File: config.mk
export PLATFORM = sky130hd
export DESIGN_NAME = instr_encoder
export DESIGN_NICKNAME = d
export VERILOG_FILES = /design/src/rtl/instr_encoder.sv
export SDC_FILE = /design/constraint.sdc
export NUM_CORES = 1
export LEC_CHECK = 0
export CAP_MARGIN = 20
export CORE_MARGIN = 5
export CORE_UTILIZATION = 56
export DETAILED_ROUTE_END_ITERATION = 10
export PLACE_DENSITY = 0.82
export SLEW_MARGIN = 30
export SYNTH_ARGS = -nofsm -noshare
export SYNTH_HDL_FRONTEND = slang
export SYNTH_SLANG_ARGS = --single-unit
File: constraint.sdc
create_clock -name clk -period 6.6 [get_ports clk]
set_input_delay 1.98 -clock clk [delete_from_list [all_inputs] [get_ports clk]]
set_output_delay 1.98 -clock clk [all_outputs]
set_load 0.05 [all_outputs]
File: src/rtl/instr_encoder.sv
// Packs decoded instruction fields into 16-bit words, queues them in a
// small FIFO and streams them out through an auto-incrementing write port.
module instr_encoder #(
    parameter int DEPTH  = 4,
    parameter int ADDR_W = 8
) (
    input  logic              clk,
    input  logic              reset_n,
    input  logic              in_valid,
    output logic              in_ready,
    input  logic [3:0]        in_op,
    input  logic              in_setcc,
    input  logic [2:0]        in_rD,
    input  logic [2:0]        in_rA,
    input  logic [2:0]        in_rB,
    input  logic [4:0]        in_immB,
    input  logic              load_base,
    input  logic [ADDR_W-1:0] base_addr,
    output logic              mem_we,
    output logic [ADDR_W-1:0] mem_addr,
    output logic [15:0]       mem_wdata,
    input  logic              mem_ack,
    output logic              err_illegal,
    output logic [7:0]        err_cnt,
    output logic              busy
);

    localparam int PW = $clog2(DEPTH);

    logic [PW:0]       wr_q, wr_d, rd_q, rd_d;
    logic [15:0]       fifo_q [DEPTH];
    logic [ADDR_W-1:0] addr_q, addr_d;
    logic              err_q, err_d;
    logic [7:0]        cnt_q, cnt_d;

    logic        full, empty, accept, legal, imm_form, push, pop;
    logic [2:0]  ra_f;
    logic [4:0]  low5;
    logic [15:0] word;

    assign empty = (wr_q == rd_q);
    assign full  = (wr_q[PW] != rd_q[PW]) &&
                   (wr_q[PW-1:0] == rd_q[PW-1:0]);

    assign in_ready = !full;
    assign mem_we   = !empty;
    assign busy     = !empty;
    assign accept   = in_valid && in_ready;
    assign pop      = mem_we && mem_ack;

    // Ops 0000/0001 are illegal; odd ops 0011..1101 carry an immediate.
    always_comb begin
        legal    = (in_op[3:1] != 3'b000);
        imm_form = in_op[0] && (in_op >= 4'd3) && (in_op <= 4'd13);
        ra_f     = (in_op[3:1] == 3'b010) ? 3'b000 : in_rA;
        low5     = imm_form ? in_immB : {in_rB, 2'b00};
        word     = {in_op, in_setcc, in_rD, ra_f, low5};
        push     = accept && legal;
    end

    always_comb begin
        wr_d   = wr_q;
        rd_d   = rd_q;
        addr_d = addr_q;
        err_d  = accept && !legal;
        cnt_d  = cnt_q;
        if (push) wr_d = wr_q + 1'b1;
        if (pop) begin
            rd_d   = rd_q + 1'b1;
            addr_d = addr_q + 1'b1;
        end
        if (load_base) addr_d = base_addr;
        if (err_d && cnt_q != 8'hFF) cnt_d = cnt_q + 8'd1;
    end

    always_ff @(posedge clk or negedge reset_n) begin
        if (!reset_n) begin
            wr_q   <= '0;
            rd_q   <= '0;
            addr_q <= '0;
            err_q  <= 1'b0;
            cnt_q  <= 8'd0;
        end else begin
            wr_q   <= wr_d;
            rd_q   <= rd_d;
            addr_q <= addr_d;
            err_q  <= err_d;
            cnt_q  <= cnt_d;
        end
    end

    always_ff @(posedge clk) begin
        if (push) fifo_q[wr_q[PW-1:0]] <= word;
    end

    // Gate the head so the port reads zero whenever nothing is queued.
    assign mem_wdata   = empty ? 16'h0000 : fifo_q[rd_q[PW-1:0]];
    assign mem_addr    = addr_q;
    assign err_illegal = err_q;
    assign err_cnt     = cnt_q;

endmodule

Word-level counts from Yosys, hierarchy flattened
Memories as Yosys holds them, arrays and structs flattened.
Index checks and enable logic that the tools add are counted.
{"block": "totals", "reg_bits": 23, "mem_bits_rw": 64, "inputBits": 32, "word_cells": 37, "mem_count": 1}
{"block": "op_classes", "addsub": 4, "magnitude_cmp": 2, "eq_ne": 5, "mux": 7, "reduce_logical": 13}
{"memory": "fifo_q", "depth": 4, "word_bits": 16, "rd": 1, "rd_clocked_by_memory_dff": 0, "wr": 1, "line_no": "31", "text": "logic [15:0] fifo_q [DEPTH];"}
{"operator": "8-bit by 1-bit adder with 8-bit output, second input constant", "n": 2}
{"operator": "16-bit two-way mux", "n": 1}
{"operator": "8-bit two-way mux", "n": 2}
{"operator": "1-bit logical AND", "n": 8}
{"operator": "8-bit inequality test, second input constant", "n": 1}
{"operator": "3-bit by 1-bit adder with 3-bit output, second input constant", "n": 2}
{"operator": "5-bit two-way mux", "n": 1}
{"operator": "4-bit by 2-bit >= comparator with 1-bit output, second input constant", "n": 1}
{"operator": "4-bit <= comparator, second input constant", "n": 1}
{"operator": "3-bit by 2-bit == test with 1-bit output, second input constant", "n": 1}
{"operator": "3-bit == test", "n": 1}
{"operator": "1-bit zero test", "n": 3}
{"operator": "3-bit two-way mux", "n": 1}
{"operator": "3-bit nonzero test", "n": 1}
{"operator": "2-bit == test", "n": 1}
{"operator": "1-bit two-way mux", "n": 2}
{"operator": "2-bit nonzero test", "n": 1}
{"operator": "1-bit inequality test", "n": 1}

Longest topological paths before layout
Gate-level depths: netlist of the first run.
{"block": "logic_depth", "word_depth": 7, "mapped_depth": 6, "ltp_nobuf": 5}

Least setup slack after synthesis of the first run
No wires, ideal clock.
{"block": "synth_path", "path_type": "register to output", "startpoint": "reg rd_q[0]", "endpoint": "out mem_wdata[10]", "arrival_time_ns": 2.159, "required_time_ns": 4.620, "slack_ns": 2.461, "path_stages_with_launch": 7, "cell_sequence": "dfrtp_1 buf_6 xor2_2 nor3_2 inv_1 clkbuf_1 and2_1"}
{"block": "synth_between", "elab_chain_len": 2, "elab_cells_between_ends": 3, "classes_between": "eq/ne: 1; mux: 1; memory: 1"}
{"item": "start: declaration", "line_no": "30", "text": "logic [PW:0] wr_q, wr_d, rd_q, rd_d;"}
{"item": "start signal: assignment", "line_no": "85", "text": "rd_q <= rd_d;"}
{"item": "memory read 4 x 16 bit / 3-bit == test (equally long branches)"}
{"item": "16-bit two-way mux (*)", "line_no": "97", "text": "assign mem_wdata = empty ? 16'h0000 : fifo_q[rd_q[PW-1:0]];"}
{"item": "end: declaration", "line_no": "21", "text": "output logic [15:0] mem_wdata,"}
Every way passes the cells marked *; elsewhere a longest branch is shown, timed or not.

Worst setup path in the final report of the first run
{"block": "layout_path", "startpoint": "reg rd_q[1]", "endpoint": "out mem_wdata[0]"}
The elaborated chain is that of the path after synthesis.

==> results of run 1 <==
## final timing paths
path	from	end	slack [ps]
hold / removal	err_cnt[7]$_DFFE_PN0P_	err_cnt[7]$_DFFE_PN0P_	510
setup reg to reg	rd_q[1]$_DFFE_PN0P_	fifo_q[1][0]$_DFFE_PP_	4190
setup / recovery	rd_q[1]$_DFFE_PN0P_	mem_wdata[0]	1720
hold reg to reg	err_cnt[7]$_DFFE_PN0P_	err_cnt[7]$_DFFE_PN0P_	510
min in group asynchronous	reset_n	mem_addr[1]$_DFFE_PN0P_	1600
max in group asynchronous	reset_n	rd_q[1]$_DFFE_PN0P_	4590
## power breakdown
| group | total (W) | internal (W) | switching [W] | leakage, nW |
|---|---|---|---|---|
| Sequential | 0.000818 | 0.000717 | 0.000100 | 0.868 |
| Clock | 0.000369 | 0.000177 | 0.000191 | 0.0934 |
| Combinational | 0.00124 | 0.000463 | 0.000776 | 0.756 |
## flip-flops by register name, summed over array words and instances (netlist names)
register / count
fifo_q: 64
err_cnt: 8
mem_addr: 8
rd_q: 3
wr_q: 3
err_illegal: 1
## cells by family after synthesis
group | share of synthesized area (%)
DFF | 64.8
and+or+nand+nor | 10.2
muxes | 11.9
xor gates and xnor gates | 5.20
AOI/OAI and AO/OA | 3.64
buffers and inverters | 1.98
adders and majority gates | 2.27
## worst max-delay path, delay by kind of cell (launching register included)
kind                   cells  cell delay [ps]
XOR/XNOR                   1              290
buffers and inverters      2             1210
flip-flops                 1              720
AND/OR/NAND/NOR            2              320
## per-layer routing
layer	vias up	GRT usage [%]	part of all wire (%)
li1	1065	-	-
met1	1105	22.6	42
met2	56	31.9	53
met3	8	3.90	4.2
met4	0	6.23	1.3
met5	-	0	0
## Yosys cell counts, types with 2 or more instances
master     n
clkbuf_1   3
xnor2_1    8
nor3b_1    2
nand3_1   10
or4_1      3
mux2_2     4
o21ai_0    4
mux4_2    12
nor3_1     4
dfrtp_1   23
inv_1      9
mux4_1     4
xor2_2     2
ha_1       7
o211ai_1   2
xor2_1     8
nor4_1     3
and2_1    20
a311oi_1   2
edfxtp_1  64
nor2b_1    3
nand4_1    5
buf_4      2
nor2_1     5
nand2_1   10
## layout make-up
type                    count  area [um^2]
clock buffers              10          128
clock inverters             6         68.8
fillers                   449         1980
inverters                   9         33.8
multi-input cells         135         1280
flip-flops and latches     87         2500
well taps                  80          100
repair buffers             68          673
## through the flow
| step | setup WS (ps) | util [%] | hold WS (ps) |
|---|---|---|---|
| after floorplan | 2460 | - | 527 |
| after global placement | 1840 | 67.9 | 485 |
| after detailed placement | 1740 | 67.8 | 501 |
| after CTS | 1340 | 70.7 | 521 |
| after global routing | 1510 | 70.7 | 537 |
| final | 1720 | 70.7 | 514 |
==> results.yml, run 1 <==
power:
  p_leak_nw: 1.72
  p_total_w: 0.00243
  power_density_mw_per_mm2: 508
  vdd_ir_drop_max_mv: 0.223
worst_setup_path:
  r2r_cells: 3
  cp_slowest_cell: "clkdlybuf4s50_1"
  cp_cell_sequence: "xor2_4 -> nor3_2 -> inv_1 -> and2_1 -> clkdlybuf4s50_1"
  cp_max_fo: 20
  max_stage_delay_ps: 820
  arrival_ps: 2900
  critPathCaptureType: "output port"
  worstSetupStartpointType: "flop"
  critPathKind: "reg2out"
  cp.required_ps: 4620
global_routing:
  grt-ovfl-total: 0
  grt_max_degree: 24
  grt_first_pass_wirelength_mm: 11.8
  grt_pass1_vias: 2323
  antenna_found_initial: 0
  track_usage_pct: 18.3
place:
  hpwl_mm: 4.98
  dpl_cell_area_mm2: 0.00458
  dp_cells: 379
  gp_congestion: 0.755
  portBuffers: 67
routing:
  drt_pre_antenna_iters: 4
  vias: 2234
  dr.first_iter.drc_count: 119
  routed_via_density: 5.66
  finalWirelength_mm: 7.30
  drc: 0
  wl_per_cell_um: 18.5
  final_antenna_net_count: 0
sta:
  hold_violations: 0
  rsz0062_at_grt: "false"
  max_freq_ghz: 0.205
  layout_min_cycle_time_ps: 4880
  maxSlewHeadroom_pct: 40.2
  fin_tns_setup_ps: 0
  worstMarginPinSlew_ps: 897
  finalCritPeriodShare_pct: 73.9
  setup_violations: 0
  clock_skew_ps: 4.90
  maxSlewViolCount: 0
clock_tree:
  cts_resized: 0
  post_cts_buffers: 0
  cts_sinks: 87
  cts_max_level: 3
  clockRootBuffer: "clkbuf_8"
  tritoncts: "built"
  cts_made_buffers: 9
  cts_buffer_depth: 2
  insertion_delay_ps: 350
  ctsHoldBuffers: 0
  path_clk_slew_ps: 90
synthesis:
  async_reset_ff_share_pct: 26.4
  synth-edff-count: 64
  syn_area_per_cell_um2: 16.2
  synth_top_area_share_pct: 49.9
  syn_area_mm2: 0.00385
  synth_fp_nets: 277
  ys_seq_area_share_pct: 64.8
  synth_cells: 238
  synthTopCellsByArea: "edfxtp_1 50%, dfrtp_1 15%, mux4_2 7.0%"
  yosys_warnings: 0
  post-synth-top-area-cell: "edfxtp_1"
  synth_seq_cells: 87
  yosys_most_used_dff: "edfxtp_1"
  synth_cell_type_count: 44
cells_and_area:
  final_common_cell: "clkdlybuf4s50_1"
  stdcell_count: 395
  drive_gt1_share_pct: 13.7
  antenna_cells: 0
  nNetsFinal: 349
  mostFrequentLayoutCells: "66 x clkdlybuf4s50_1, 64 x edfxtp_1, 22 x dfrtp_1"
  stdcell_area_mm2: 0.00478
  area_growth_pct: 24.1
die:
  pin_count: 68
  start_util_pct: 57.0
  die_h_um: 92.9
  die_w_um: 92.9
  num_rows: 30
  die_area_mm2: 0.00864
  coreArea_mm2: 0.00676
run:
  cap_violations: 0
run_status:
  status: "finished clean"
hold_path:
  min_path_cells: 1
  min_path_type: "reg2reg"
No activity file was read; power rests on OpenSTA's default activity.
==> run 2, diff against run 1 <==
CORE_UTILIZATION = 47   (was 56)
PLACE_DENSITY = 0.73   (was 0.82)
clock period = 4.4 ns   (was 6.6 ns; I/O delays follow)
==> results.yml, run 2 (synthesis results as in run 1) <==
run_status:
  status: "finished clean"
routing:
  final_antenna_net_count: 0
  met1Wirelength_mm: 3.11
  wl_per_cell_um: 17.1
  top_layer: "met4"
  dr.first_iter.drc_count: 124
  drt_pre_antenna_iters: 4
  finalWirelength_mm: 7.23
  vias: 2222
  routed_via_density: 5.27
  wl_met2_mm: 3.79
  dr_wl_met3_um: 211
  drc: 0
hold_path:
  min-delay-start: "err_cnt[4]$_DFFE_PN0P_"
  min_to: "err_cnt[4]$_DFFE_PN0P_"
  min_path_type: "reg2reg"
  min_path_cells: 1
global_routing:
  track_usage_pct: 15.6
  antenna_found_initial: 0
  grt-ovfl-total: 0
  grt_pass1_vias: 2283
  grt_max_degree: 24
  grt_first_pass_wirelength_mm: 11.7
die:
  start_util_pct: 47.6
  die_area_mm2: 0.0101
  die_h_um: 101
  coreArea_mm2: 0.00809
  num_rows: 33
  die_w_um: 101
  pin_count: 68
clock_tree:
  cts_max_level: 3
  tritoncts: "built"
  ctsHoldBuffers: 0
  cts_made_buffers: 9
  post_cts_buffers: 0
  cts_resized: 0
  path_clk_slew_ps: 80
  insertion_delay_ps: 350
  clockRootBuffer: "clkbuf_8"
  cts_buffer_depth: 2
  cts_sinks: 87
power:
  p_total_w: 0.00403
  power_density_mw_per_mm2: 808
  p_int_w: 0.00233
  p_sw_share_pct: 42.0
  pwr-share-seq_pct: 30.2
  pwr-share-clk_pct: 13.5
  combPwrFrac_pct: 56.3
  vdd_ir_drop_max_mv: 0.411
  power_switching_w: 0.00169
  p_leak_nw: 1.82
cells_and_area:
  multi_input_area_mm2: 0.00128
  area_growth_pct: 29.3
  mostFrequentLayoutCells: "64 x edfxtp_1, 48 x clkdlybuf4s50_1, 23 x dfrtp_1"
  final_common_cell: "edfxtp_1"
  ff_latch_area_mm2: 0.00250
  largest_reg_flops: 64
  nNetsFinal: 351
  fillCellCount: 647
  antenna_cells: 0
  drive_gt1_share_pct: 19.2
run:
  cap_violations: 0
sta:
  maxSlewViolCount: 0
  clock_skew_ps: 13.0
  finalCritPeriodShare_pct: 84.6
  hold_violations: 0
  setup_violations: 0
  maxSlewHeadroom_pct: 42.8
  worstMarginPinSlew_ps: 858
  fin_tns_setup_ps: 0
  layout_min_cycle_time_ps: 3720
  setup_slack_ps: 678
  rsz0062_at_grt: "false"
  max_freq_ghz: 0.269
worst_setup_path:
  cp.required_ps: 3080
  critPathKind: "reg2out"
  arrival_ps: 2400
  r2r_cells: 3
  worstSetupStartpointType: "flop"
  cp_slowest_cell: "dfrtp_1"
  critPathCaptureType: "output port"
  critPathTopFamily: "flip-flops"
  timing.critical_path.buf_inv: 2
  cp_cell_sequence: "xor2_2 -> nor3_2 -> inv_1 -> and2_1 -> buf_12"
  timing.rr.end: "fifo_q[3][13]$_DFFE_PP_"
  max_stage_delay_ps: 700
  cp_max_fo: 19
  worst-r2r-setup-slack_ps: 1980
  reg2reg_from: "rd_q[0]$_DFFE_PN0P_"
place:
  gp_congestion: 0.805
  pre_cts_ws_ps: 910
  hpwl_mm: 5.15
  portBuffers: 67
==> run 2: changes by cell type in the layout (fill, tap and decap cells not counted), moves of 2 or more <==
| cell | before | now |
|---|---|---|
| buf_4 | 1 | 5 |
| clkdlybuf4s50_1 | 66 | 48 |
| clkinv_1 | 0 | 2 |
| buf_12 | 0 | 16 |
==> run 2: through the flow <==
stage	cells	cell area, um^2	util [%]	hold WS [ps]
final	422	4980	61.5	499
after global placement	406	4790	59.2	489
after floorplan	238	3850	-	527
after detailed placement	406	4780	59.1	486
after global routing	422	4980	61.5	511
after CTS	422	4980	61.5	502
==> run 2: how the worst max path moves through the flow <==
stage / slack, ps / end / depth (start not counted) / startpoint
2_1_floorplan: 920 / mem_wdata[10] / 6 / rd_q[0]$_DFFE_PN0P_
3_3_place_gp: 970 / fifo_q[0][2]$_DFFE_PP_ / 4 / in_op[1]
3_5_place_dp: 910 / fifo_q[3][10]$_DFFE_PP_ / 4 / in_op[1]
4_1_cts: 610 / mem_wdata[1] / 5 / rd_q[0]$_DFFE_PN0P_
5_1_grt: 470 / mem_wdata[1] / 5 / rd_q[0]$_DFFE_PN0P_
6_report: 680 / mem_wdata[1] / 5 / rd_q[0]$_DFFE_PN0P_
==> run 2: power groups by stage <==
stage          Sequential, W  Combinational [W]  Clock (W)
3_3_place_gp         0.00123            0.00226          0
6_report             0.00121            0.00227   0.000544
5_1_grt              0.00124            0.00238   0.000592
3_5_place_dp         0.00124            0.00230          0
4_1_cts              0.00122            0.00230   0.000556
2_1_floorplan        0.00128            0.00129          0
==> run 2: area by class of cell <==
type,count,area share (%)
Inverter,9,0.679
Timing Repair Buffer,70,16.9
Clock inverter,7,1.43
Tap cell,105,2.64
Clock buffer,9,2.49
Sequential cell,87,50.2
Multi-Input combinational cell,135,25.7
==> run 2: worst reg2reg max path, stage by stage, from the launching register on <==
cell,delay [ps]
dfrtp_1,700
xor2_2,360
o311a_2,280
and2_1,710
==> run 2: metal layers <==
| metal | GRT usage (%) | vias up |
|---|---|---|
| li1 | - | 1053 |
| met1 | 20.1 | 1121 |
| met2 | 25.5 | 38 |
| met3 | 3.46 | 10 |
| met4 | 6.84 | 0 |
| met5 | 0 | - |
